<file path="src/rtl/lsu_pkg.sv">
// Shared types and constants for the load/store unit.
// Imported by the LSU top, its load extender and the memory interface users.
package lsu_pkg;

   typedef enum logic [1:0] {
      IDLE,
      ISSUE,
      RD_WAIT,
      RESP
   } lsu_state_t;

   localparam logic [2:0] F3_B  = 3'b000;
   localparam logic [2:0] F3_H  = 3'b001;
   localparam logic [2:0] F3_W  = 3'b010;
   localparam logic [2:0] F3_BU = 3'b100;
   localparam logic [2:0] F3_HU = 3'b101;

   localparam logic [2:0] SZ_B = 3'b000;
   localparam logic [2:0] SZ_H = 3'b001;
   localparam logic [2:0] SZ_W = 3'b010;

   // Access size code as understood by the data memory
   function automatic logic [2:0] size_of(logic [2:0] f3);
      return {1'b0, f3[1:0]};
   endfunction

endpackage

</file>
<file path="src/rtl/load_store_unit_if.sv">
// Data-memory bus between the LSU (master) and data_memory (slave).
// Read data appears one cycle after the address is presented.
interface memory_if #(
   parameter int AW = 11
) ();

   logic [AW-1:0] addr;
   logic          wr;
   logic [2:0]    writeEnable;
   logic [31:0]   wdata;
   logic [31:0]   rdata;

   modport master (
      output addr,
      output wr,
      output writeEnable,
      output wdata,
      input  rdata
   );

   modport slave (
      input  addr,
      input  wr,
      input  writeEnable,
      input  wdata,
      output rdata
   );

endinterface

</file>
<file path="src/rtl/load_store_unit_load_extend.sv">
// Masks and extends right-aligned load data from memory
// according to the load funct3.
module load_extend
   import lsu_pkg::*;
(
   input  logic [2:0]  funct3_i,
   input  logic [31:0] rdata_i,
   output logic [31:0] data_o
);

   // Select extension rule from funct3
   always_comb begin
      data_o = rdata_i;
      case (funct3_i)
         F3_B:    data_o = {{24{rdata_i[7]}}, rdata_i[7:0]};
         F3_BU:   data_o = {24'h0, rdata_i[7:0]};
         F3_H:    data_o = {{16{rdata_i[15]}}, rdata_i[15:0]};
         F3_HU:   data_o = {16'h0, rdata_i[15:0]};
         default: data_o = rdata_i;
      endcase
   end

endmodule

</file>
<file path="src/rtl/load_store_unit.sv">
// Load/store unit: one CPU request at a time to data memory,
// with alignment/range checks and load data extension.
module load_store_unit
   import lsu_pkg::*;
#(
   parameter int AW = 11,
   parameter int DW = 32
) (
   input  logic          clk,
   input  logic          rst_n,
   input  logic          req_valid,
   output logic          req_ready,
   input  logic          req_we,
   input  logic [2:0]    req_funct3,
   input  logic [DW-1:0] req_addr,
   input  logic [DW-1:0] req_wdata,
   output logic          rsp_valid,
   output logic [DW-1:0] rsp_rdata,
   output logic          rsp_misaligned,
   output logic          rsp_fault,
   memory_if.master      mem_if
);

   lsu_state_t    state_q, state_d;
   logic          we_q;
   logic [2:0]    f3_q;
   logic          mis_q, flt_q;
   logic [DW-1:0] rdata_q;
   logic [AW-1:0] addr_q;
   logic [2:0]    sz_q;
   logic [DW-1:0] wdata_q;
   logic [DW-1:0] ext_w;

   logic accept;
   logic mis_c;
   logic flt_c;

   assign accept = req_valid && (state_q == IDLE);

   // Alignment and range/encoding checks on the incoming request
   always_comb begin
      mis_c = 1'b0;
      flt_c = 1'b0;
      if (req_funct3[1:0] == 2'b01)
         mis_c = req_addr[0];
      else if (req_funct3[1:0] == 2'b10)
         mis_c = |req_addr[1:0];
      if (|req_addr[DW-1:AW])
         flt_c = 1'b1;
      if (req_funct3 == 3'b011 || req_funct3[2:1] == 2'b11)
         flt_c = 1'b1;
      if (req_we && req_funct3[2])
         flt_c = 1'b1;
   end

   // Next-state logic
   always_comb begin
      state_d = state_q;
      case (state_q)
         IDLE:
            if (accept)
               state_d = (mis_c || flt_c) ? RESP : ISSUE;
         ISSUE:
            state_d = we_q ? RESP : RD_WAIT;
         RD_WAIT:
            state_d = RESP;
         RESP:
            state_d = IDLE;
         default:
            state_d = IDLE;
      endcase
   end

   // State register
   always_ff @(posedge clk or negedge rst_n) begin
      if (!rst_n)
         state_q <= IDLE;
      else
         state_q <= state_d;
   end

   // Request capture, memory bus registers and load data capture
   always_ff @(posedge clk or negedge rst_n) begin
      if (!rst_n) begin
         we_q    <= 1'b0;
         f3_q    <= 3'b000;
         mis_q   <= 1'b0;
         flt_q   <= 1'b0;
         rdata_q <= '0;
         addr_q  <= '0;
         sz_q    <= SZ_W;
         wdata_q <= '0;
      end else if (accept) begin
         we_q    <= req_we;
         f3_q    <= req_funct3;
         mis_q   <= mis_c;
         flt_q   <= flt_c;
         rdata_q <= '0;
         if (!mis_c && !flt_c) begin
            addr_q  <= req_addr[AW-1:0];
            sz_q    <= size_of(req_funct3);
            wdata_q <= req_wdata;
         end
      end else if (state_q == RD_WAIT) begin
         rdata_q <= ext_w;
      end
   end

   load_extend u_ext (
      .funct3_i (f3_q),
      .rdata_i  (mem_if.rdata),
      .data_o   (ext_w)
   );

   assign req_ready          = (state_q == IDLE);
   assign rsp_valid          = (state_q == RESP);
   assign rsp_rdata          = rdata_q;
   assign rsp_misaligned     = mis_q;
   assign rsp_fault          = flt_q;
   assign mem_if.addr        = addr_q;
   assign mem_if.writeEnable = sz_q;
   assign mem_if.wdata       = wdata_q;
   assign mem_if.wr          = (state_q == ISSUE) && we_q;

endmodule

</file>
<file path="src/flat_wrapper.sv">
// flat-port wrapper written by rule: the top's interface ports become plain ports
module load_store_unit_flat import lsu_pkg::*;
#(
   parameter int AW = 11,
   parameter int DW = 32
)
  (clk, rst_n, req_valid, req_ready, req_we, req_funct3, req_addr, req_wdata, rsp_valid, rsp_rdata, rsp_misaligned, rsp_fault, mem_if_addr, mem_if_wr, mem_if_writeEnable, mem_if_wdata, mem_if_rdata);
  memory_if #(.AW(AW)) mem_if_i ();
  input  logic clk;
  input  logic rst_n;
  input  logic req_valid;
  output logic req_ready;
  input  logic req_we;
  input  logic [2:0] req_funct3;
  input  logic [DW-1:0] req_addr;
  input  logic [DW-1:0] req_wdata;
  output logic rsp_valid;
  output logic [DW-1:0] rsp_rdata;
  output logic rsp_misaligned;
  output logic rsp_fault;
  output wire logic [$bits(mem_if_i.addr)-1:0] mem_if_addr;
  output wire logic [$bits(mem_if_i.wr)-1:0] mem_if_wr;
  output wire logic [$bits(mem_if_i.writeEnable)-1:0] mem_if_writeEnable;
  output wire logic [$bits(mem_if_i.wdata)-1:0] mem_if_wdata;
  input wire logic [$bits(mem_if_i.rdata)-1:0] mem_if_rdata;
  assign mem_if_addr = mem_if_i.addr;
  assign mem_if_wr = mem_if_i.wr;
  assign mem_if_writeEnable = mem_if_i.writeEnable;
  assign mem_if_wdata = mem_if_i.wdata;
  assign mem_if_i.rdata = mem_if_rdata;
  load_store_unit #(.AW(AW), .DW(DW)) u_core (.clk(clk), .rst_n(rst_n), .req_valid(req_valid), .req_ready(req_ready), .req_we(req_we), .req_funct3(req_funct3), .req_addr(req_addr), .req_wdata(req_wdata), .rsp_valid(rsp_valid), .rsp_rdata(rsp_rdata), .rsp_misaligned(rsp_misaligned), .rsp_fault(rsp_fault), .mem_if(mem_if_i));
endmodule
</file>
<file path="config.mk">
export PLATFORM = sky130hd
export DESIGN_NAME = load_store_unit_flat
export DESIGN_NICKNAME = d
export VERILOG_FILES = /design/src/rtl/lsu_pkg.sv /design/src/rtl/load_store_unit_if.sv /design/src/rtl/load_store_unit_load_extend.sv /design/src/rtl/load_store_unit.sv /design/src/flat_wrapper.sv
export SDC_FILE = /design/constraint.sdc
export NUM_CORES = 1
export LEC_CHECK = 0
export ABC_AREA = 1
export CAP_MARGIN = 20
export CORE_ASPECT_RATIO = 1.25
export CORE_UTILIZATION = 24
export CTS_BUF_LIST = sky130_fd_sc_hd__clkbuf_2 sky130_fd_sc_hd__clkbuf_4 sky130_fd_sc_hd__clkbuf_8
export DETAILED_ROUTE_END_ITERATION = 10
export PLACE_DENSITY = 0.61
export SYNTH_ARGS = -nofsm -noshare
export SYNTH_HDL_FRONTEND = slang
export SYNTH_SLANG_ARGS = --single-unit
</file>
<file path="constraint.sdc">
create_clock -name clk -period 1.9 [get_ports clk]
set_input_delay 0.19 -clock clk [delete_from_list [all_inputs] [get_ports clk]]
set_output_delay 0.19 -clock clk [all_outputs]
set_load 0.005 [all_outputs]
</file>
Word level (Yosys, flattened, before mapping)
Index checks and enable logic that the tools add are counted.
Word-level totals
  latch bits: 0
  register bits: 85
  output and inout bits: 83
  bits in writable memories: 0
  memories kept: 0
  bits in read-only memories: 0
  bits of input ports: 103
  logic and storage cells: 46
Cells by class
  $add $sub $neg: 0
  shifts and indexed selects: 0
  divide/modulo/power cells: 0
  multipliers: 0
  equality and inequality tests: 11
  bitwise operators: 0
  muxes and demuxes: 12
  reductions and logical operators: 14
  $lt $le $gt $ge: 0
Operators by type and width (number)
  $pmux W32 S4: 1
  $mux W32: 2
  $reduce_or A21 Y1: 1
  $eq A2 B2 Y1 const B: 4
  $pmux W2 S4: 1
  $eq A3 B3 Y1 const B: 2
  $mux W1: 6
  $eq A2 B1 Y1 const B: 2
  $logic_and A1 B1 Y1: 4
  $mux W2: 2
  $eq A3 B1 Y1 const B: 1
  $eq A3 B2 Y1 const B: 1
  $logic_not A3 Y1: 1
  $logic_not A1 Y1: 2
  $logic_not A2 Y1: 1
  $logic_or A1 B1 Y1: 2
  $ne A2 B1 Y1 const B: 1
  $reduce_and A2 Y1: 1
  $reduce_bool A2 Y1: 1
  $reduce_or A2 Y1: 1

Depth between registers and ports, before layout
Gate-level depths: netlist (run 1).
  depth in word-level cells: 8
  depth in mapped cells: 9
  mapped depth without buffers: 8

Hierarchy
From an unflattened synthesis (run 1), not the netlist that was laid out.
Unflattened totals
  cells, all modules: 482
  area, all modules: 3988.8 µm²
Modules (own cells, without submodules)
  load_store_unit: cells each 412, instances 1, seq. area each 2128.3 µm², area each 3618.5 µm²
  load_extend: cells each 70, instances 1, seq. area each 0.0 µm², area each 370.4 µm²

Worst setup path before layout (run 1)
OpenSTA, ideal clock, no wires.
  path kind: register to register
  from: register u_core.state_q[0]
  to: register u_core.rdata_q[21] (netlist: u_core.rsp_rdata[21])
  setup slack: 354 ps
  library setup time: 74 ps
  buffers on the path: 1
  arrival time: 1472 ps
  cell stages (with the launch flop): 9
  clock period less this slack: 1546 ps
  data required time: 1826 ps
  cells stage by stage: dfrtp_1 > inv_1 > ha_1 > nand2_2 > inv_1 > nor2_4 > nand2_2 > buf_6 > o21ai_2
On the way
  cells in the longest elaborated chain, start to end: 3
  elaborated cells on any way between the ends: 5
  classes of those cells: 1 x eq/ne; 1 x mux; 3 x reduce/logical
Ends and longest elaborated chain
  start, declared: line load_store_unit.sv:24  | lsu_state_t state_q, state_d;
  start signal, assigned: line load_store_unit.sv:79  | state_q <= state_d;
  $logic_not A2 Y1 (*)
  net req_ready: line flat_wrapper.sv:12  | output logic req_ready;
  $logic_and A1 B1 Y1 (*): line load_store_unit.sv:38  | assign accept = req_valid && (state_q == IDLE);
  $mux W32 / $reduce_bool A2 Y1 (equally long branches)
  end signal, assigned: line load_store_unit.sv:105  | rdata_q <= ext_w;
  end, declared: line load_store_unit.sv:28  | logic [DW-1:0] rdata_q;
Mark *: on every way through the listed nets, which the timed path passes. The rest lies on a longest branch.
A chain may end at the register's enable or synchronous reset.

Final worst setup path (run 1)
  from: register u_core.state_q[0]
  to: output port req_ready
On the way
  cells in the longest elaborated chain, start to end: 1
Ends and longest elaborated chain
  $logic_not A2 Y1: line load_store_unit.sv:115  | assign req_ready = (state_q == IDLE);
  end, declared: line flat_wrapper.sv:12
No other way between the ends.

==> summary.txt, run 1 <==
Final layout
  • Area delta synth->final: 63.0%
  • Area of the multi-input gates: ~1400 um^2
  • Final Instance Area: a little over 6000 um^2
  • Register area: roughly 2100 um^2
  • Layout Utilization: around two fifths
  • Fin nets: 716
  • Share of cells above drive strength 1: a little over 8%
  • Fillcell total: about 1.5k
  • Number of diodes: 0

Job
  • Max-Cap Viols: 0

Routing
  • DRT Wirelength: 11500 um
  • Drt first-iter violations: 238
  • Routed wl met3: 755 um
  • DRT met1 WL: ~4600 um
  • DRC viols: 0
  • Highest routed metal layer: met4
  • Met2 wire len: between 5000 and 6000 um
  • Avg WL per Cell: around 14 um
  • Vias/cell: between 4 and 5
  • Via count: ~3.6k
  • Pre-antenna DRT Iters: 6
  • Post-route ant nets: 0

Min path
  • Hold Path Class: input pin to async pin

Timing
  • Max Clk Rate: 562 MHz
  • Worst slew pin tran: about 0.53 ns
  • Clock Skews: 0.0106 ns
  • Setup violators final: 0
  • RSZ-0062 raised after global routing: false
  • Final hold slack: 0.368 ns
  • Slew Limit Headroom: between 60 and 70%
  • Final hold viol count: 0
  • Minimum clock period: 1.78 ns
  • Setup TNS: 0 ns
  • Tcrit/Tclk final: 93.6%
  • Final-report max-slew violation count: 0

Global routing
  • Initial antenna violation count: 0
  • First-pass GRT wire length: roughly 18000 um
  • Pin count of the biggest net entering global routing: between 40 and 50
  • All-Layer GR Usage: between 10% and 20%
  • Grt ovf: 0
  • Vias in the first global route: approximately 3.6k

Critical path
  • Data arrival, critical path: ~1.6 ns
  • Crit path launch type: flip-flop
  • Required time worst endpoint: 1.71 ns
  • Critical path's slowest cell: clkdlybuf4s50_1
  • CP max stage delay: between 0.5 and 0.6 ns
  • Worst setup EP type: output pin
  • CP Class: flip-flop to output pin
  • CP Cell Sequence: inv_2, ha_4, clkdlybuf4s50_1
  • CP Max Fanout: 5

Placed design
  • Port bufs: 184
  • Dpl hpwl: 8400 um
  • Post-DP Area: a little under 6000 um^2
  • Gp weighted congestion: 0.706

CTS
  • Reg clk slew, reported paths: about 0.09 ns
  • CTS tree: done
  • Clock Latency Late Sink: roughly 0.35 ns
  • CTS Root Cell: clkbuf_8
  • H-tree levels: 3
  • Clock Sinks: 85
  • CTS Buffer Depth: 2
  • Num CTS Buffers: 9

Power and ir drop
  • Pleak: about 2.9 nW
  • Power Dens Cells: 1000 nW/um^2
  • Max VDD drop: ~0.52 mV

Synth
  • Unique masters post-synth: 23
  • Synth Cell Area: between 3000 and 4000 um^2
  • Biggest area consumer among synthesized cells: dfrtp_1
  • Mean Syn Cell Area: ~8.8 um^2
  • Top post-synthesis cells by area: dfrtp_1 57%, nand2_1 13%, nand3_1 11%
  • Post-synth EDFFs: 0
  • Synth async-reset ratio: 100%
  • Top FF cell, synth: dfrtp_1
  • Leading cell type by number of instances after synthesis: nand2_1
  • Post-synthesis net count: 530
  • Synth top area share: between 50% and 60%
  • Post-Synthesis Cells: 423
  • Synth Warn #: 0
  • Flops & latches, synth: between 80 and 90
  • Post-synth top cells: 130 x nand2_1, 84 x dfrtp_1, 82 x nand3_1, 29 x nor2_1, 21 x o21ai_0
  • Register area share after synthesis: 57.2%

Floorplan
  • Core area: roughly 15000 um^2
  • Die Ht: about 140 um
  • Die width: approximately 110 um
  • Die Footprint: between 15000 and 20000 um^2
  • Num rows: 50
  • Top-level I/O count: between 150 and 200
  • Starting Density: about a quarter

Outcome
  • Status: finished, final reports clean
==> worst max-delay path: cells and delay by family, from the launching register on <==
kind | cells | cell delay, ns
buffers and inverters | 2 | 0.63
adder cells (fa/ha/maj) | 1 | 0.17
flip-flops | 1 | 0.44
==> sequential cells by signal, indices dropped and copies added, names as in the netlist <==
| name | cells |
|---|---|
| u_core.mem_if.wdata | 32 |
| u_core.rsp_rdata | 32 |
| u_core.mem_if.addr | 11 |
| u_core.f3_q | 3 |
| u_core.mem_if.writeEnable | 2 |
| u_core.state_q | 2 |
| u_core.rsp_fault | 1 |
| u_core.rsp_misaligned | 1 |
| u_core.we_q | 1 |
==> timing repair <==
action | in CTS | in global routing
hold buffers | 1 | 0
setup buffers | 0 | 2
endpoints found under the setup margin | 1 | 6
endpoints found under the hold margin | 37 | 0
resized for setup | 1 | 4
==> placed cells by master, fill, tap and decap left out, types with 2 or more instances in the layout <==
master           count
inv_1               16
nor2_4               3
nand2_4              2
bufinv_16            2
a21oi_1              9
ha_1                 3
nor2_1              29
clkbuf_8             9
inv_2                2
buf_12               3
nand3_1             82
o21ai_0             21
o21ai_2             11
clkdlybuf4s50_1    182
nand2_1            130
clkinv_2             2
dfrtp_1             84
buf_4               11
clkinv_1             2
==> through the flow <==
stage	worst slack, ns	total power [mW]	cells
after floorplan	0.354	3.43	423
after global placement	-0.117	4.58	803
after detailed placement	-0.129	4.63	803
after CTS	0.0138	6.11	820
after global routing	0.0441	6.48	822
final	0.121	6.07	822
==> final timing paths <==
check | from | endpoint | slack [ns] | cells past startpoint
max in group asynchronous | rst_n | u_core.mem_if.writeEnable[1] | 0.90 | 3
min reg2reg | u_core.mem_if.writeEnable[1] | u_core.mem_if.writeEnable[1] | 0.47 | 2
min | rst_n | u_core.mem_if.wdata[31] | 0.37 | 2
max | u_core.state_q[0] | req_ready | 0.12 | 3
min in group clk | mem_if_rdata[5] | u_core.rsp_rdata[5] | 0.37 | 3
max reg2reg | u_core.state_q[0] | u_core.mem_if.wdata[20] | 0.25 | 7
==> cells by family (layout without fill, tap and decap cells) <==
logic type                 after synthesis  after routing  synth area share, %
and+or+nand+nor                        248            248                 28.8
DFF                                     85             85                 57.2
buffers and inverters                   43            234                 5.75
AOI/OAI and AO/OA                       42             42                 6.76
adders and majority gates                4              4                 1.35
other                                    1              1                0.101
==> power by group <==
group / total (mW) / internal (mW) / switching, mW / leakage, nW
registers: 2.35 / 2.15 / 0.195 / 1.14
clock network: 1.42 / 0.756 / 0.660 / 0.110
logic: 2.31 / 1.17 / 1.14 / 1.61
==> cell type report <==
| cell class | instances | area share, % |
|---|---|---|
| clock buffer | 10 | 2.17 |
| clock inverter | 6 | 1.42 |
| inverter | 20 | 1.24 |
| multi-input combinational | 295 | 23.0 |
| sequential | 85 | 35.1 |
| tap | 208 | 4.29 |
| timing repair buffer | 198 | 32.8 |
==> routing by layer <==
metal / global-route usage, % / vias to the layer above
met5: 0 / -
met4: 4.78 / 0
met3: 3.61 / 14
met2: 26.3 / 133
met1: 16.2 / 1684
li1: - / 1733
(Power assumes the default switching activity.)
==> run 2, diff against run 1 <==
--- a/config.mk
+++ b/config.mk
@@ -11,7 +11,7 @@
 export CORE_UTILIZATION = 24
 export CTS_BUF_LIST = sky130_fd_sc_hd__clkbuf_2 sky130_fd_sc_hd__clkbuf_4 sky130_fd_sc_hd__clkbuf_8
 export DETAILED_ROUTE_END_ITERATION = 10
-export PLACE_DENSITY = 0.61
+export PLACE_DENSITY = 0.63
 export SYNTH_ARGS = -nofsm -noshare
 export SYNTH_HDL_FRONTEND = slang
 export SYNTH_SLANG_ARGS = --single-unit
==> constraint.sdc (replaced) <==
create_clock -name clk -period 1.5 [get_ports clk]
set_input_delay 0.15 -clock clk [delete_from_list [all_inputs] [get_ports clk]]
set_output_delay 0.15 -clock clk [all_outputs]
set_load 0.005 [all_outputs]
==> summary.txt, run 2 (synthesis results as in run 1) <==
Timing
  • Minimum clock period: 1.48 ns
  • Final-report max-slew violation count: 0 (unchanged)
  • Final hold viol count: 0 (unchanged)
  • Final hold slack: 0.231 ns (-0.136 ns)
  • Tcrit/Tclk final: approximately 100%
  • RSZ-0062 raised after global routing: true
  • Clock Skews: 0.00577 ns (-0.00482 ns)
  • Max Clk Rate: slightly below 700 MHz
  • Setup violators final: 0 (unchanged)

Critical path
  • Reg2reg start: u_core.state_q[0]
  • Levels on crit path: 8 (+5)
  • CP top delay family: simple AND/OR/NAND/NOR gates
  • CP max stage delay: 0.41 ns (-0.10 ns)
  • Required time worst endpoint: 1.75 ns (+0.04 ns)
  • Data arrival, critical path: 1.72 ns (+0.13 ns)
  • End of the critical path: u_core.mem_if.wdata[18]
  • Worst R2R End: u_core.mem_if.wdata[18]
  • R2R Setup Slk: 0.02 ns (-0.23 ns)
  • Worst setup EP type: flip-flop
  • Crit path launch type: flip-flop
  • Crit path launch: u_core.state_q[0]
  • CP Cell Sequence: inv_2, ha_4, nand2_4, nor2_4, nand2_4, clkbuf_16, nand2_1, nand2_1
  • Critical path's slowest cell: dfrtp_1
  • CP Class: flip-flop to flip-flop
  • FF-to-FF path depth: 8 (+1)
  • CP Max Fanout: 8 (+3)
  • Worst Path Buf+Inv: 2 (unchanged)

Floorplan
  • Core area: 15100 um^2 (unchanged)
  • Die Ht: 141 um (unchanged)
  • Num rows: 50 (unchanged)
  • Die Footprint: 16000 um^2 (unchanged)
  • Top-level I/O count: 186 (unchanged)
  • Die width: 113 um (unchanged)
  • Starting Density: 24.7% (unchanged)

Final layout
  • Final Instance Area: 6570 um^2 (+8.3%)
  • Fin nets: 739 (+3.2%)
  • Area delta synth->final: 76.5%
  • Commonest cells after routing, fill and taps aside: 178 x clkdlybuf4s50_1, 90 x nand2_1, 84 x dfrtp_1, 66 x nand3_1, 31 x nand2_2
  • Commonest non-fill, non-tap cell in the layout: clkdlybuf4s50_1
  • Share of cells above drive strength 1: 21.5% (+13 points)
  • Post-Layout Cell Count: 845 (+2.8%)
  • Number of diodes: 0 (unchanged)
  • Layout Utilization: 43.5% (+3.3 points)

Routing
  • Drt first-iter violations: 125 (-47%)
  • Vias/cell: 4.41 (+1.7%)
  • DRC viols: 0 (unchanged)
  • Avg WL per Cell: 14.7 um (+5.5%)
  • DRT Wirelength: 12400 um (+8.5%)
  • Post-route ant nets: 0 (unchanged)
  • Pre-antenna DRT Iters: 4 (-2)
  • Via count: 3727 (+4.6%)

Job
  • Max-Cap Viols: 0 (unchanged)

Placed design
  • Post-DP Area: 5940 um^2 (+2.4%)
  • Gp weighted congestion: 0.762 (+8.0%)
  • Port bufs: 184 (unchanged)
  • Placed instance count: 818 (+1.9%)
  • Dpl hpwl: 8600 um (+2.4%)

Global routing
  • Initial antenna violation count: 0 (unchanged)
  • First-pass GRT wire length: 18500 um (+3.1%)
  • Grt ovf: 0 (unchanged)
  • All-Layer GR Usage: 14.7% (+0.34 points)
  • Pin count of the biggest net entering global routing: 41 (-15%)
  • Vias in the first global route: 3679 (+3.2%)

Power and ir drop
  • Max VDD drop: 0.668 mV (+28%)
  • Power Dens Cells: 1200 nW/um^2 (+19%)
  • Pleak: 3.03 nW (+6.0%)

CTS
  • Num CTS Buffers: 9 (unchanged)
  • Clock Sinks: 85 (unchanged)
  • CTS Root Cell: clkbuf_8
  • CTS tree: done
  • H-tree levels: 3 (unchanged)
  • Reg clk slew, reported paths: 0.09 ns (about the same)
  • Clock Latency Late Sink: 0.35 ns (about the same)
  • CTS Buffer Depth: 2 (unchanged)

Outcome
  • Status: finished, final reports clean

Min path
  • Hold Path Class: input pin to async pin
## run 2: cell types whose count changed in the layout (fill, tap and decap cells not counted), moves of 6 or more
cell,change
nand2_1,-40
nand2_2,+30
nand3_1,-16
nand3_2,+16
buf_4,+11
nand2_4,+10
buf_6,+6
## run 2: how the worst min path moves through the flow
| stage | depth (start not counted) | to | slack (ns) | from |
|---|---|---|---|---|
| 6_report | 2 | u_core.mem_if.wdata[5] | 0.23 | rst_n |
| 5_1_grt | 2 | u_core.mem_if.wdata[5] | 0.23 | rst_n |
| 4_1_cts | 2 | u_core.mem_if.wdata[5] | 0.23 | rst_n |
| 3_5_place_dp | 1 | u_core.mem_if.wdata[5] | 0.08 | rst_n |
| 3_3_place_gp | 1 | u_core.mem_if.wdata[5] | 0.07 | rst_n |
| 2_1_floorplan | 0 | u_core.f3_q[0] | -0.15 | rst_n |
## run 2: per-layer routing
| metal | track usage [%] | up-vias | routed length, um |
|---|---|---|---|
| met5 | 0 | - | 0 |
| met4 | 4.92 | 0 | 187 |
| met3 | 4.08 | 14 | 733 |
| met2 | 25.8 | 136 | 6470 |
| met1 | 17.3 | 1793 | 5050 |
| li1 | - | 1784 | - |
## run 2: area by class of cell
| cell class | count | area [um^2] |
|---|---|---|
| fill | 1438 | 8510 |
| timing repair buffer | 221 | 2270 |
| sequential | 85 | 2130 |
| multi-input combinational | 295 | 1630 |
| tap | 208 | 260 |
| clock buffer | 10 | 138 |
| inverter | 20 | 75.1 |
| clock inverter | 6 | 62.6 |
## run 2: metrics by stage
step	total power [mW]	worst slack, ns	setup TNS (ns)
4_1_cts	7.79	0.0200	0
2_1_floorplan	4.35	0.0117	0
6_report	7.85	0.0226	0
5_1_grt	8.39	-0.0862	-2.46
3_5_place_dp	6.02	-0.199	-8.08
3_3_place_gp	5.96	-0.196	-8.50
## run 2: report_power, final
part	total (mW)	internal [mW]	switching (mW)
Combinational	3.20	1.65	1.56
Sequential	2.98	2.72	0.259
Clock	1.66	0.809	0.851
Total	7.85	5.18	2.67
## run 2: what timing repair did
action / 4_1_cts / 5_1_grt
hold buffers: 1 / 0
buffers inserted: 1 / 5
endpoints found under the hold margin: 19 / 0
gates resized for setup: 12 / 78
cloned: 0 / 6
pin swaps: 1 / 15
endpoints found under the setup margin: 48 / 77
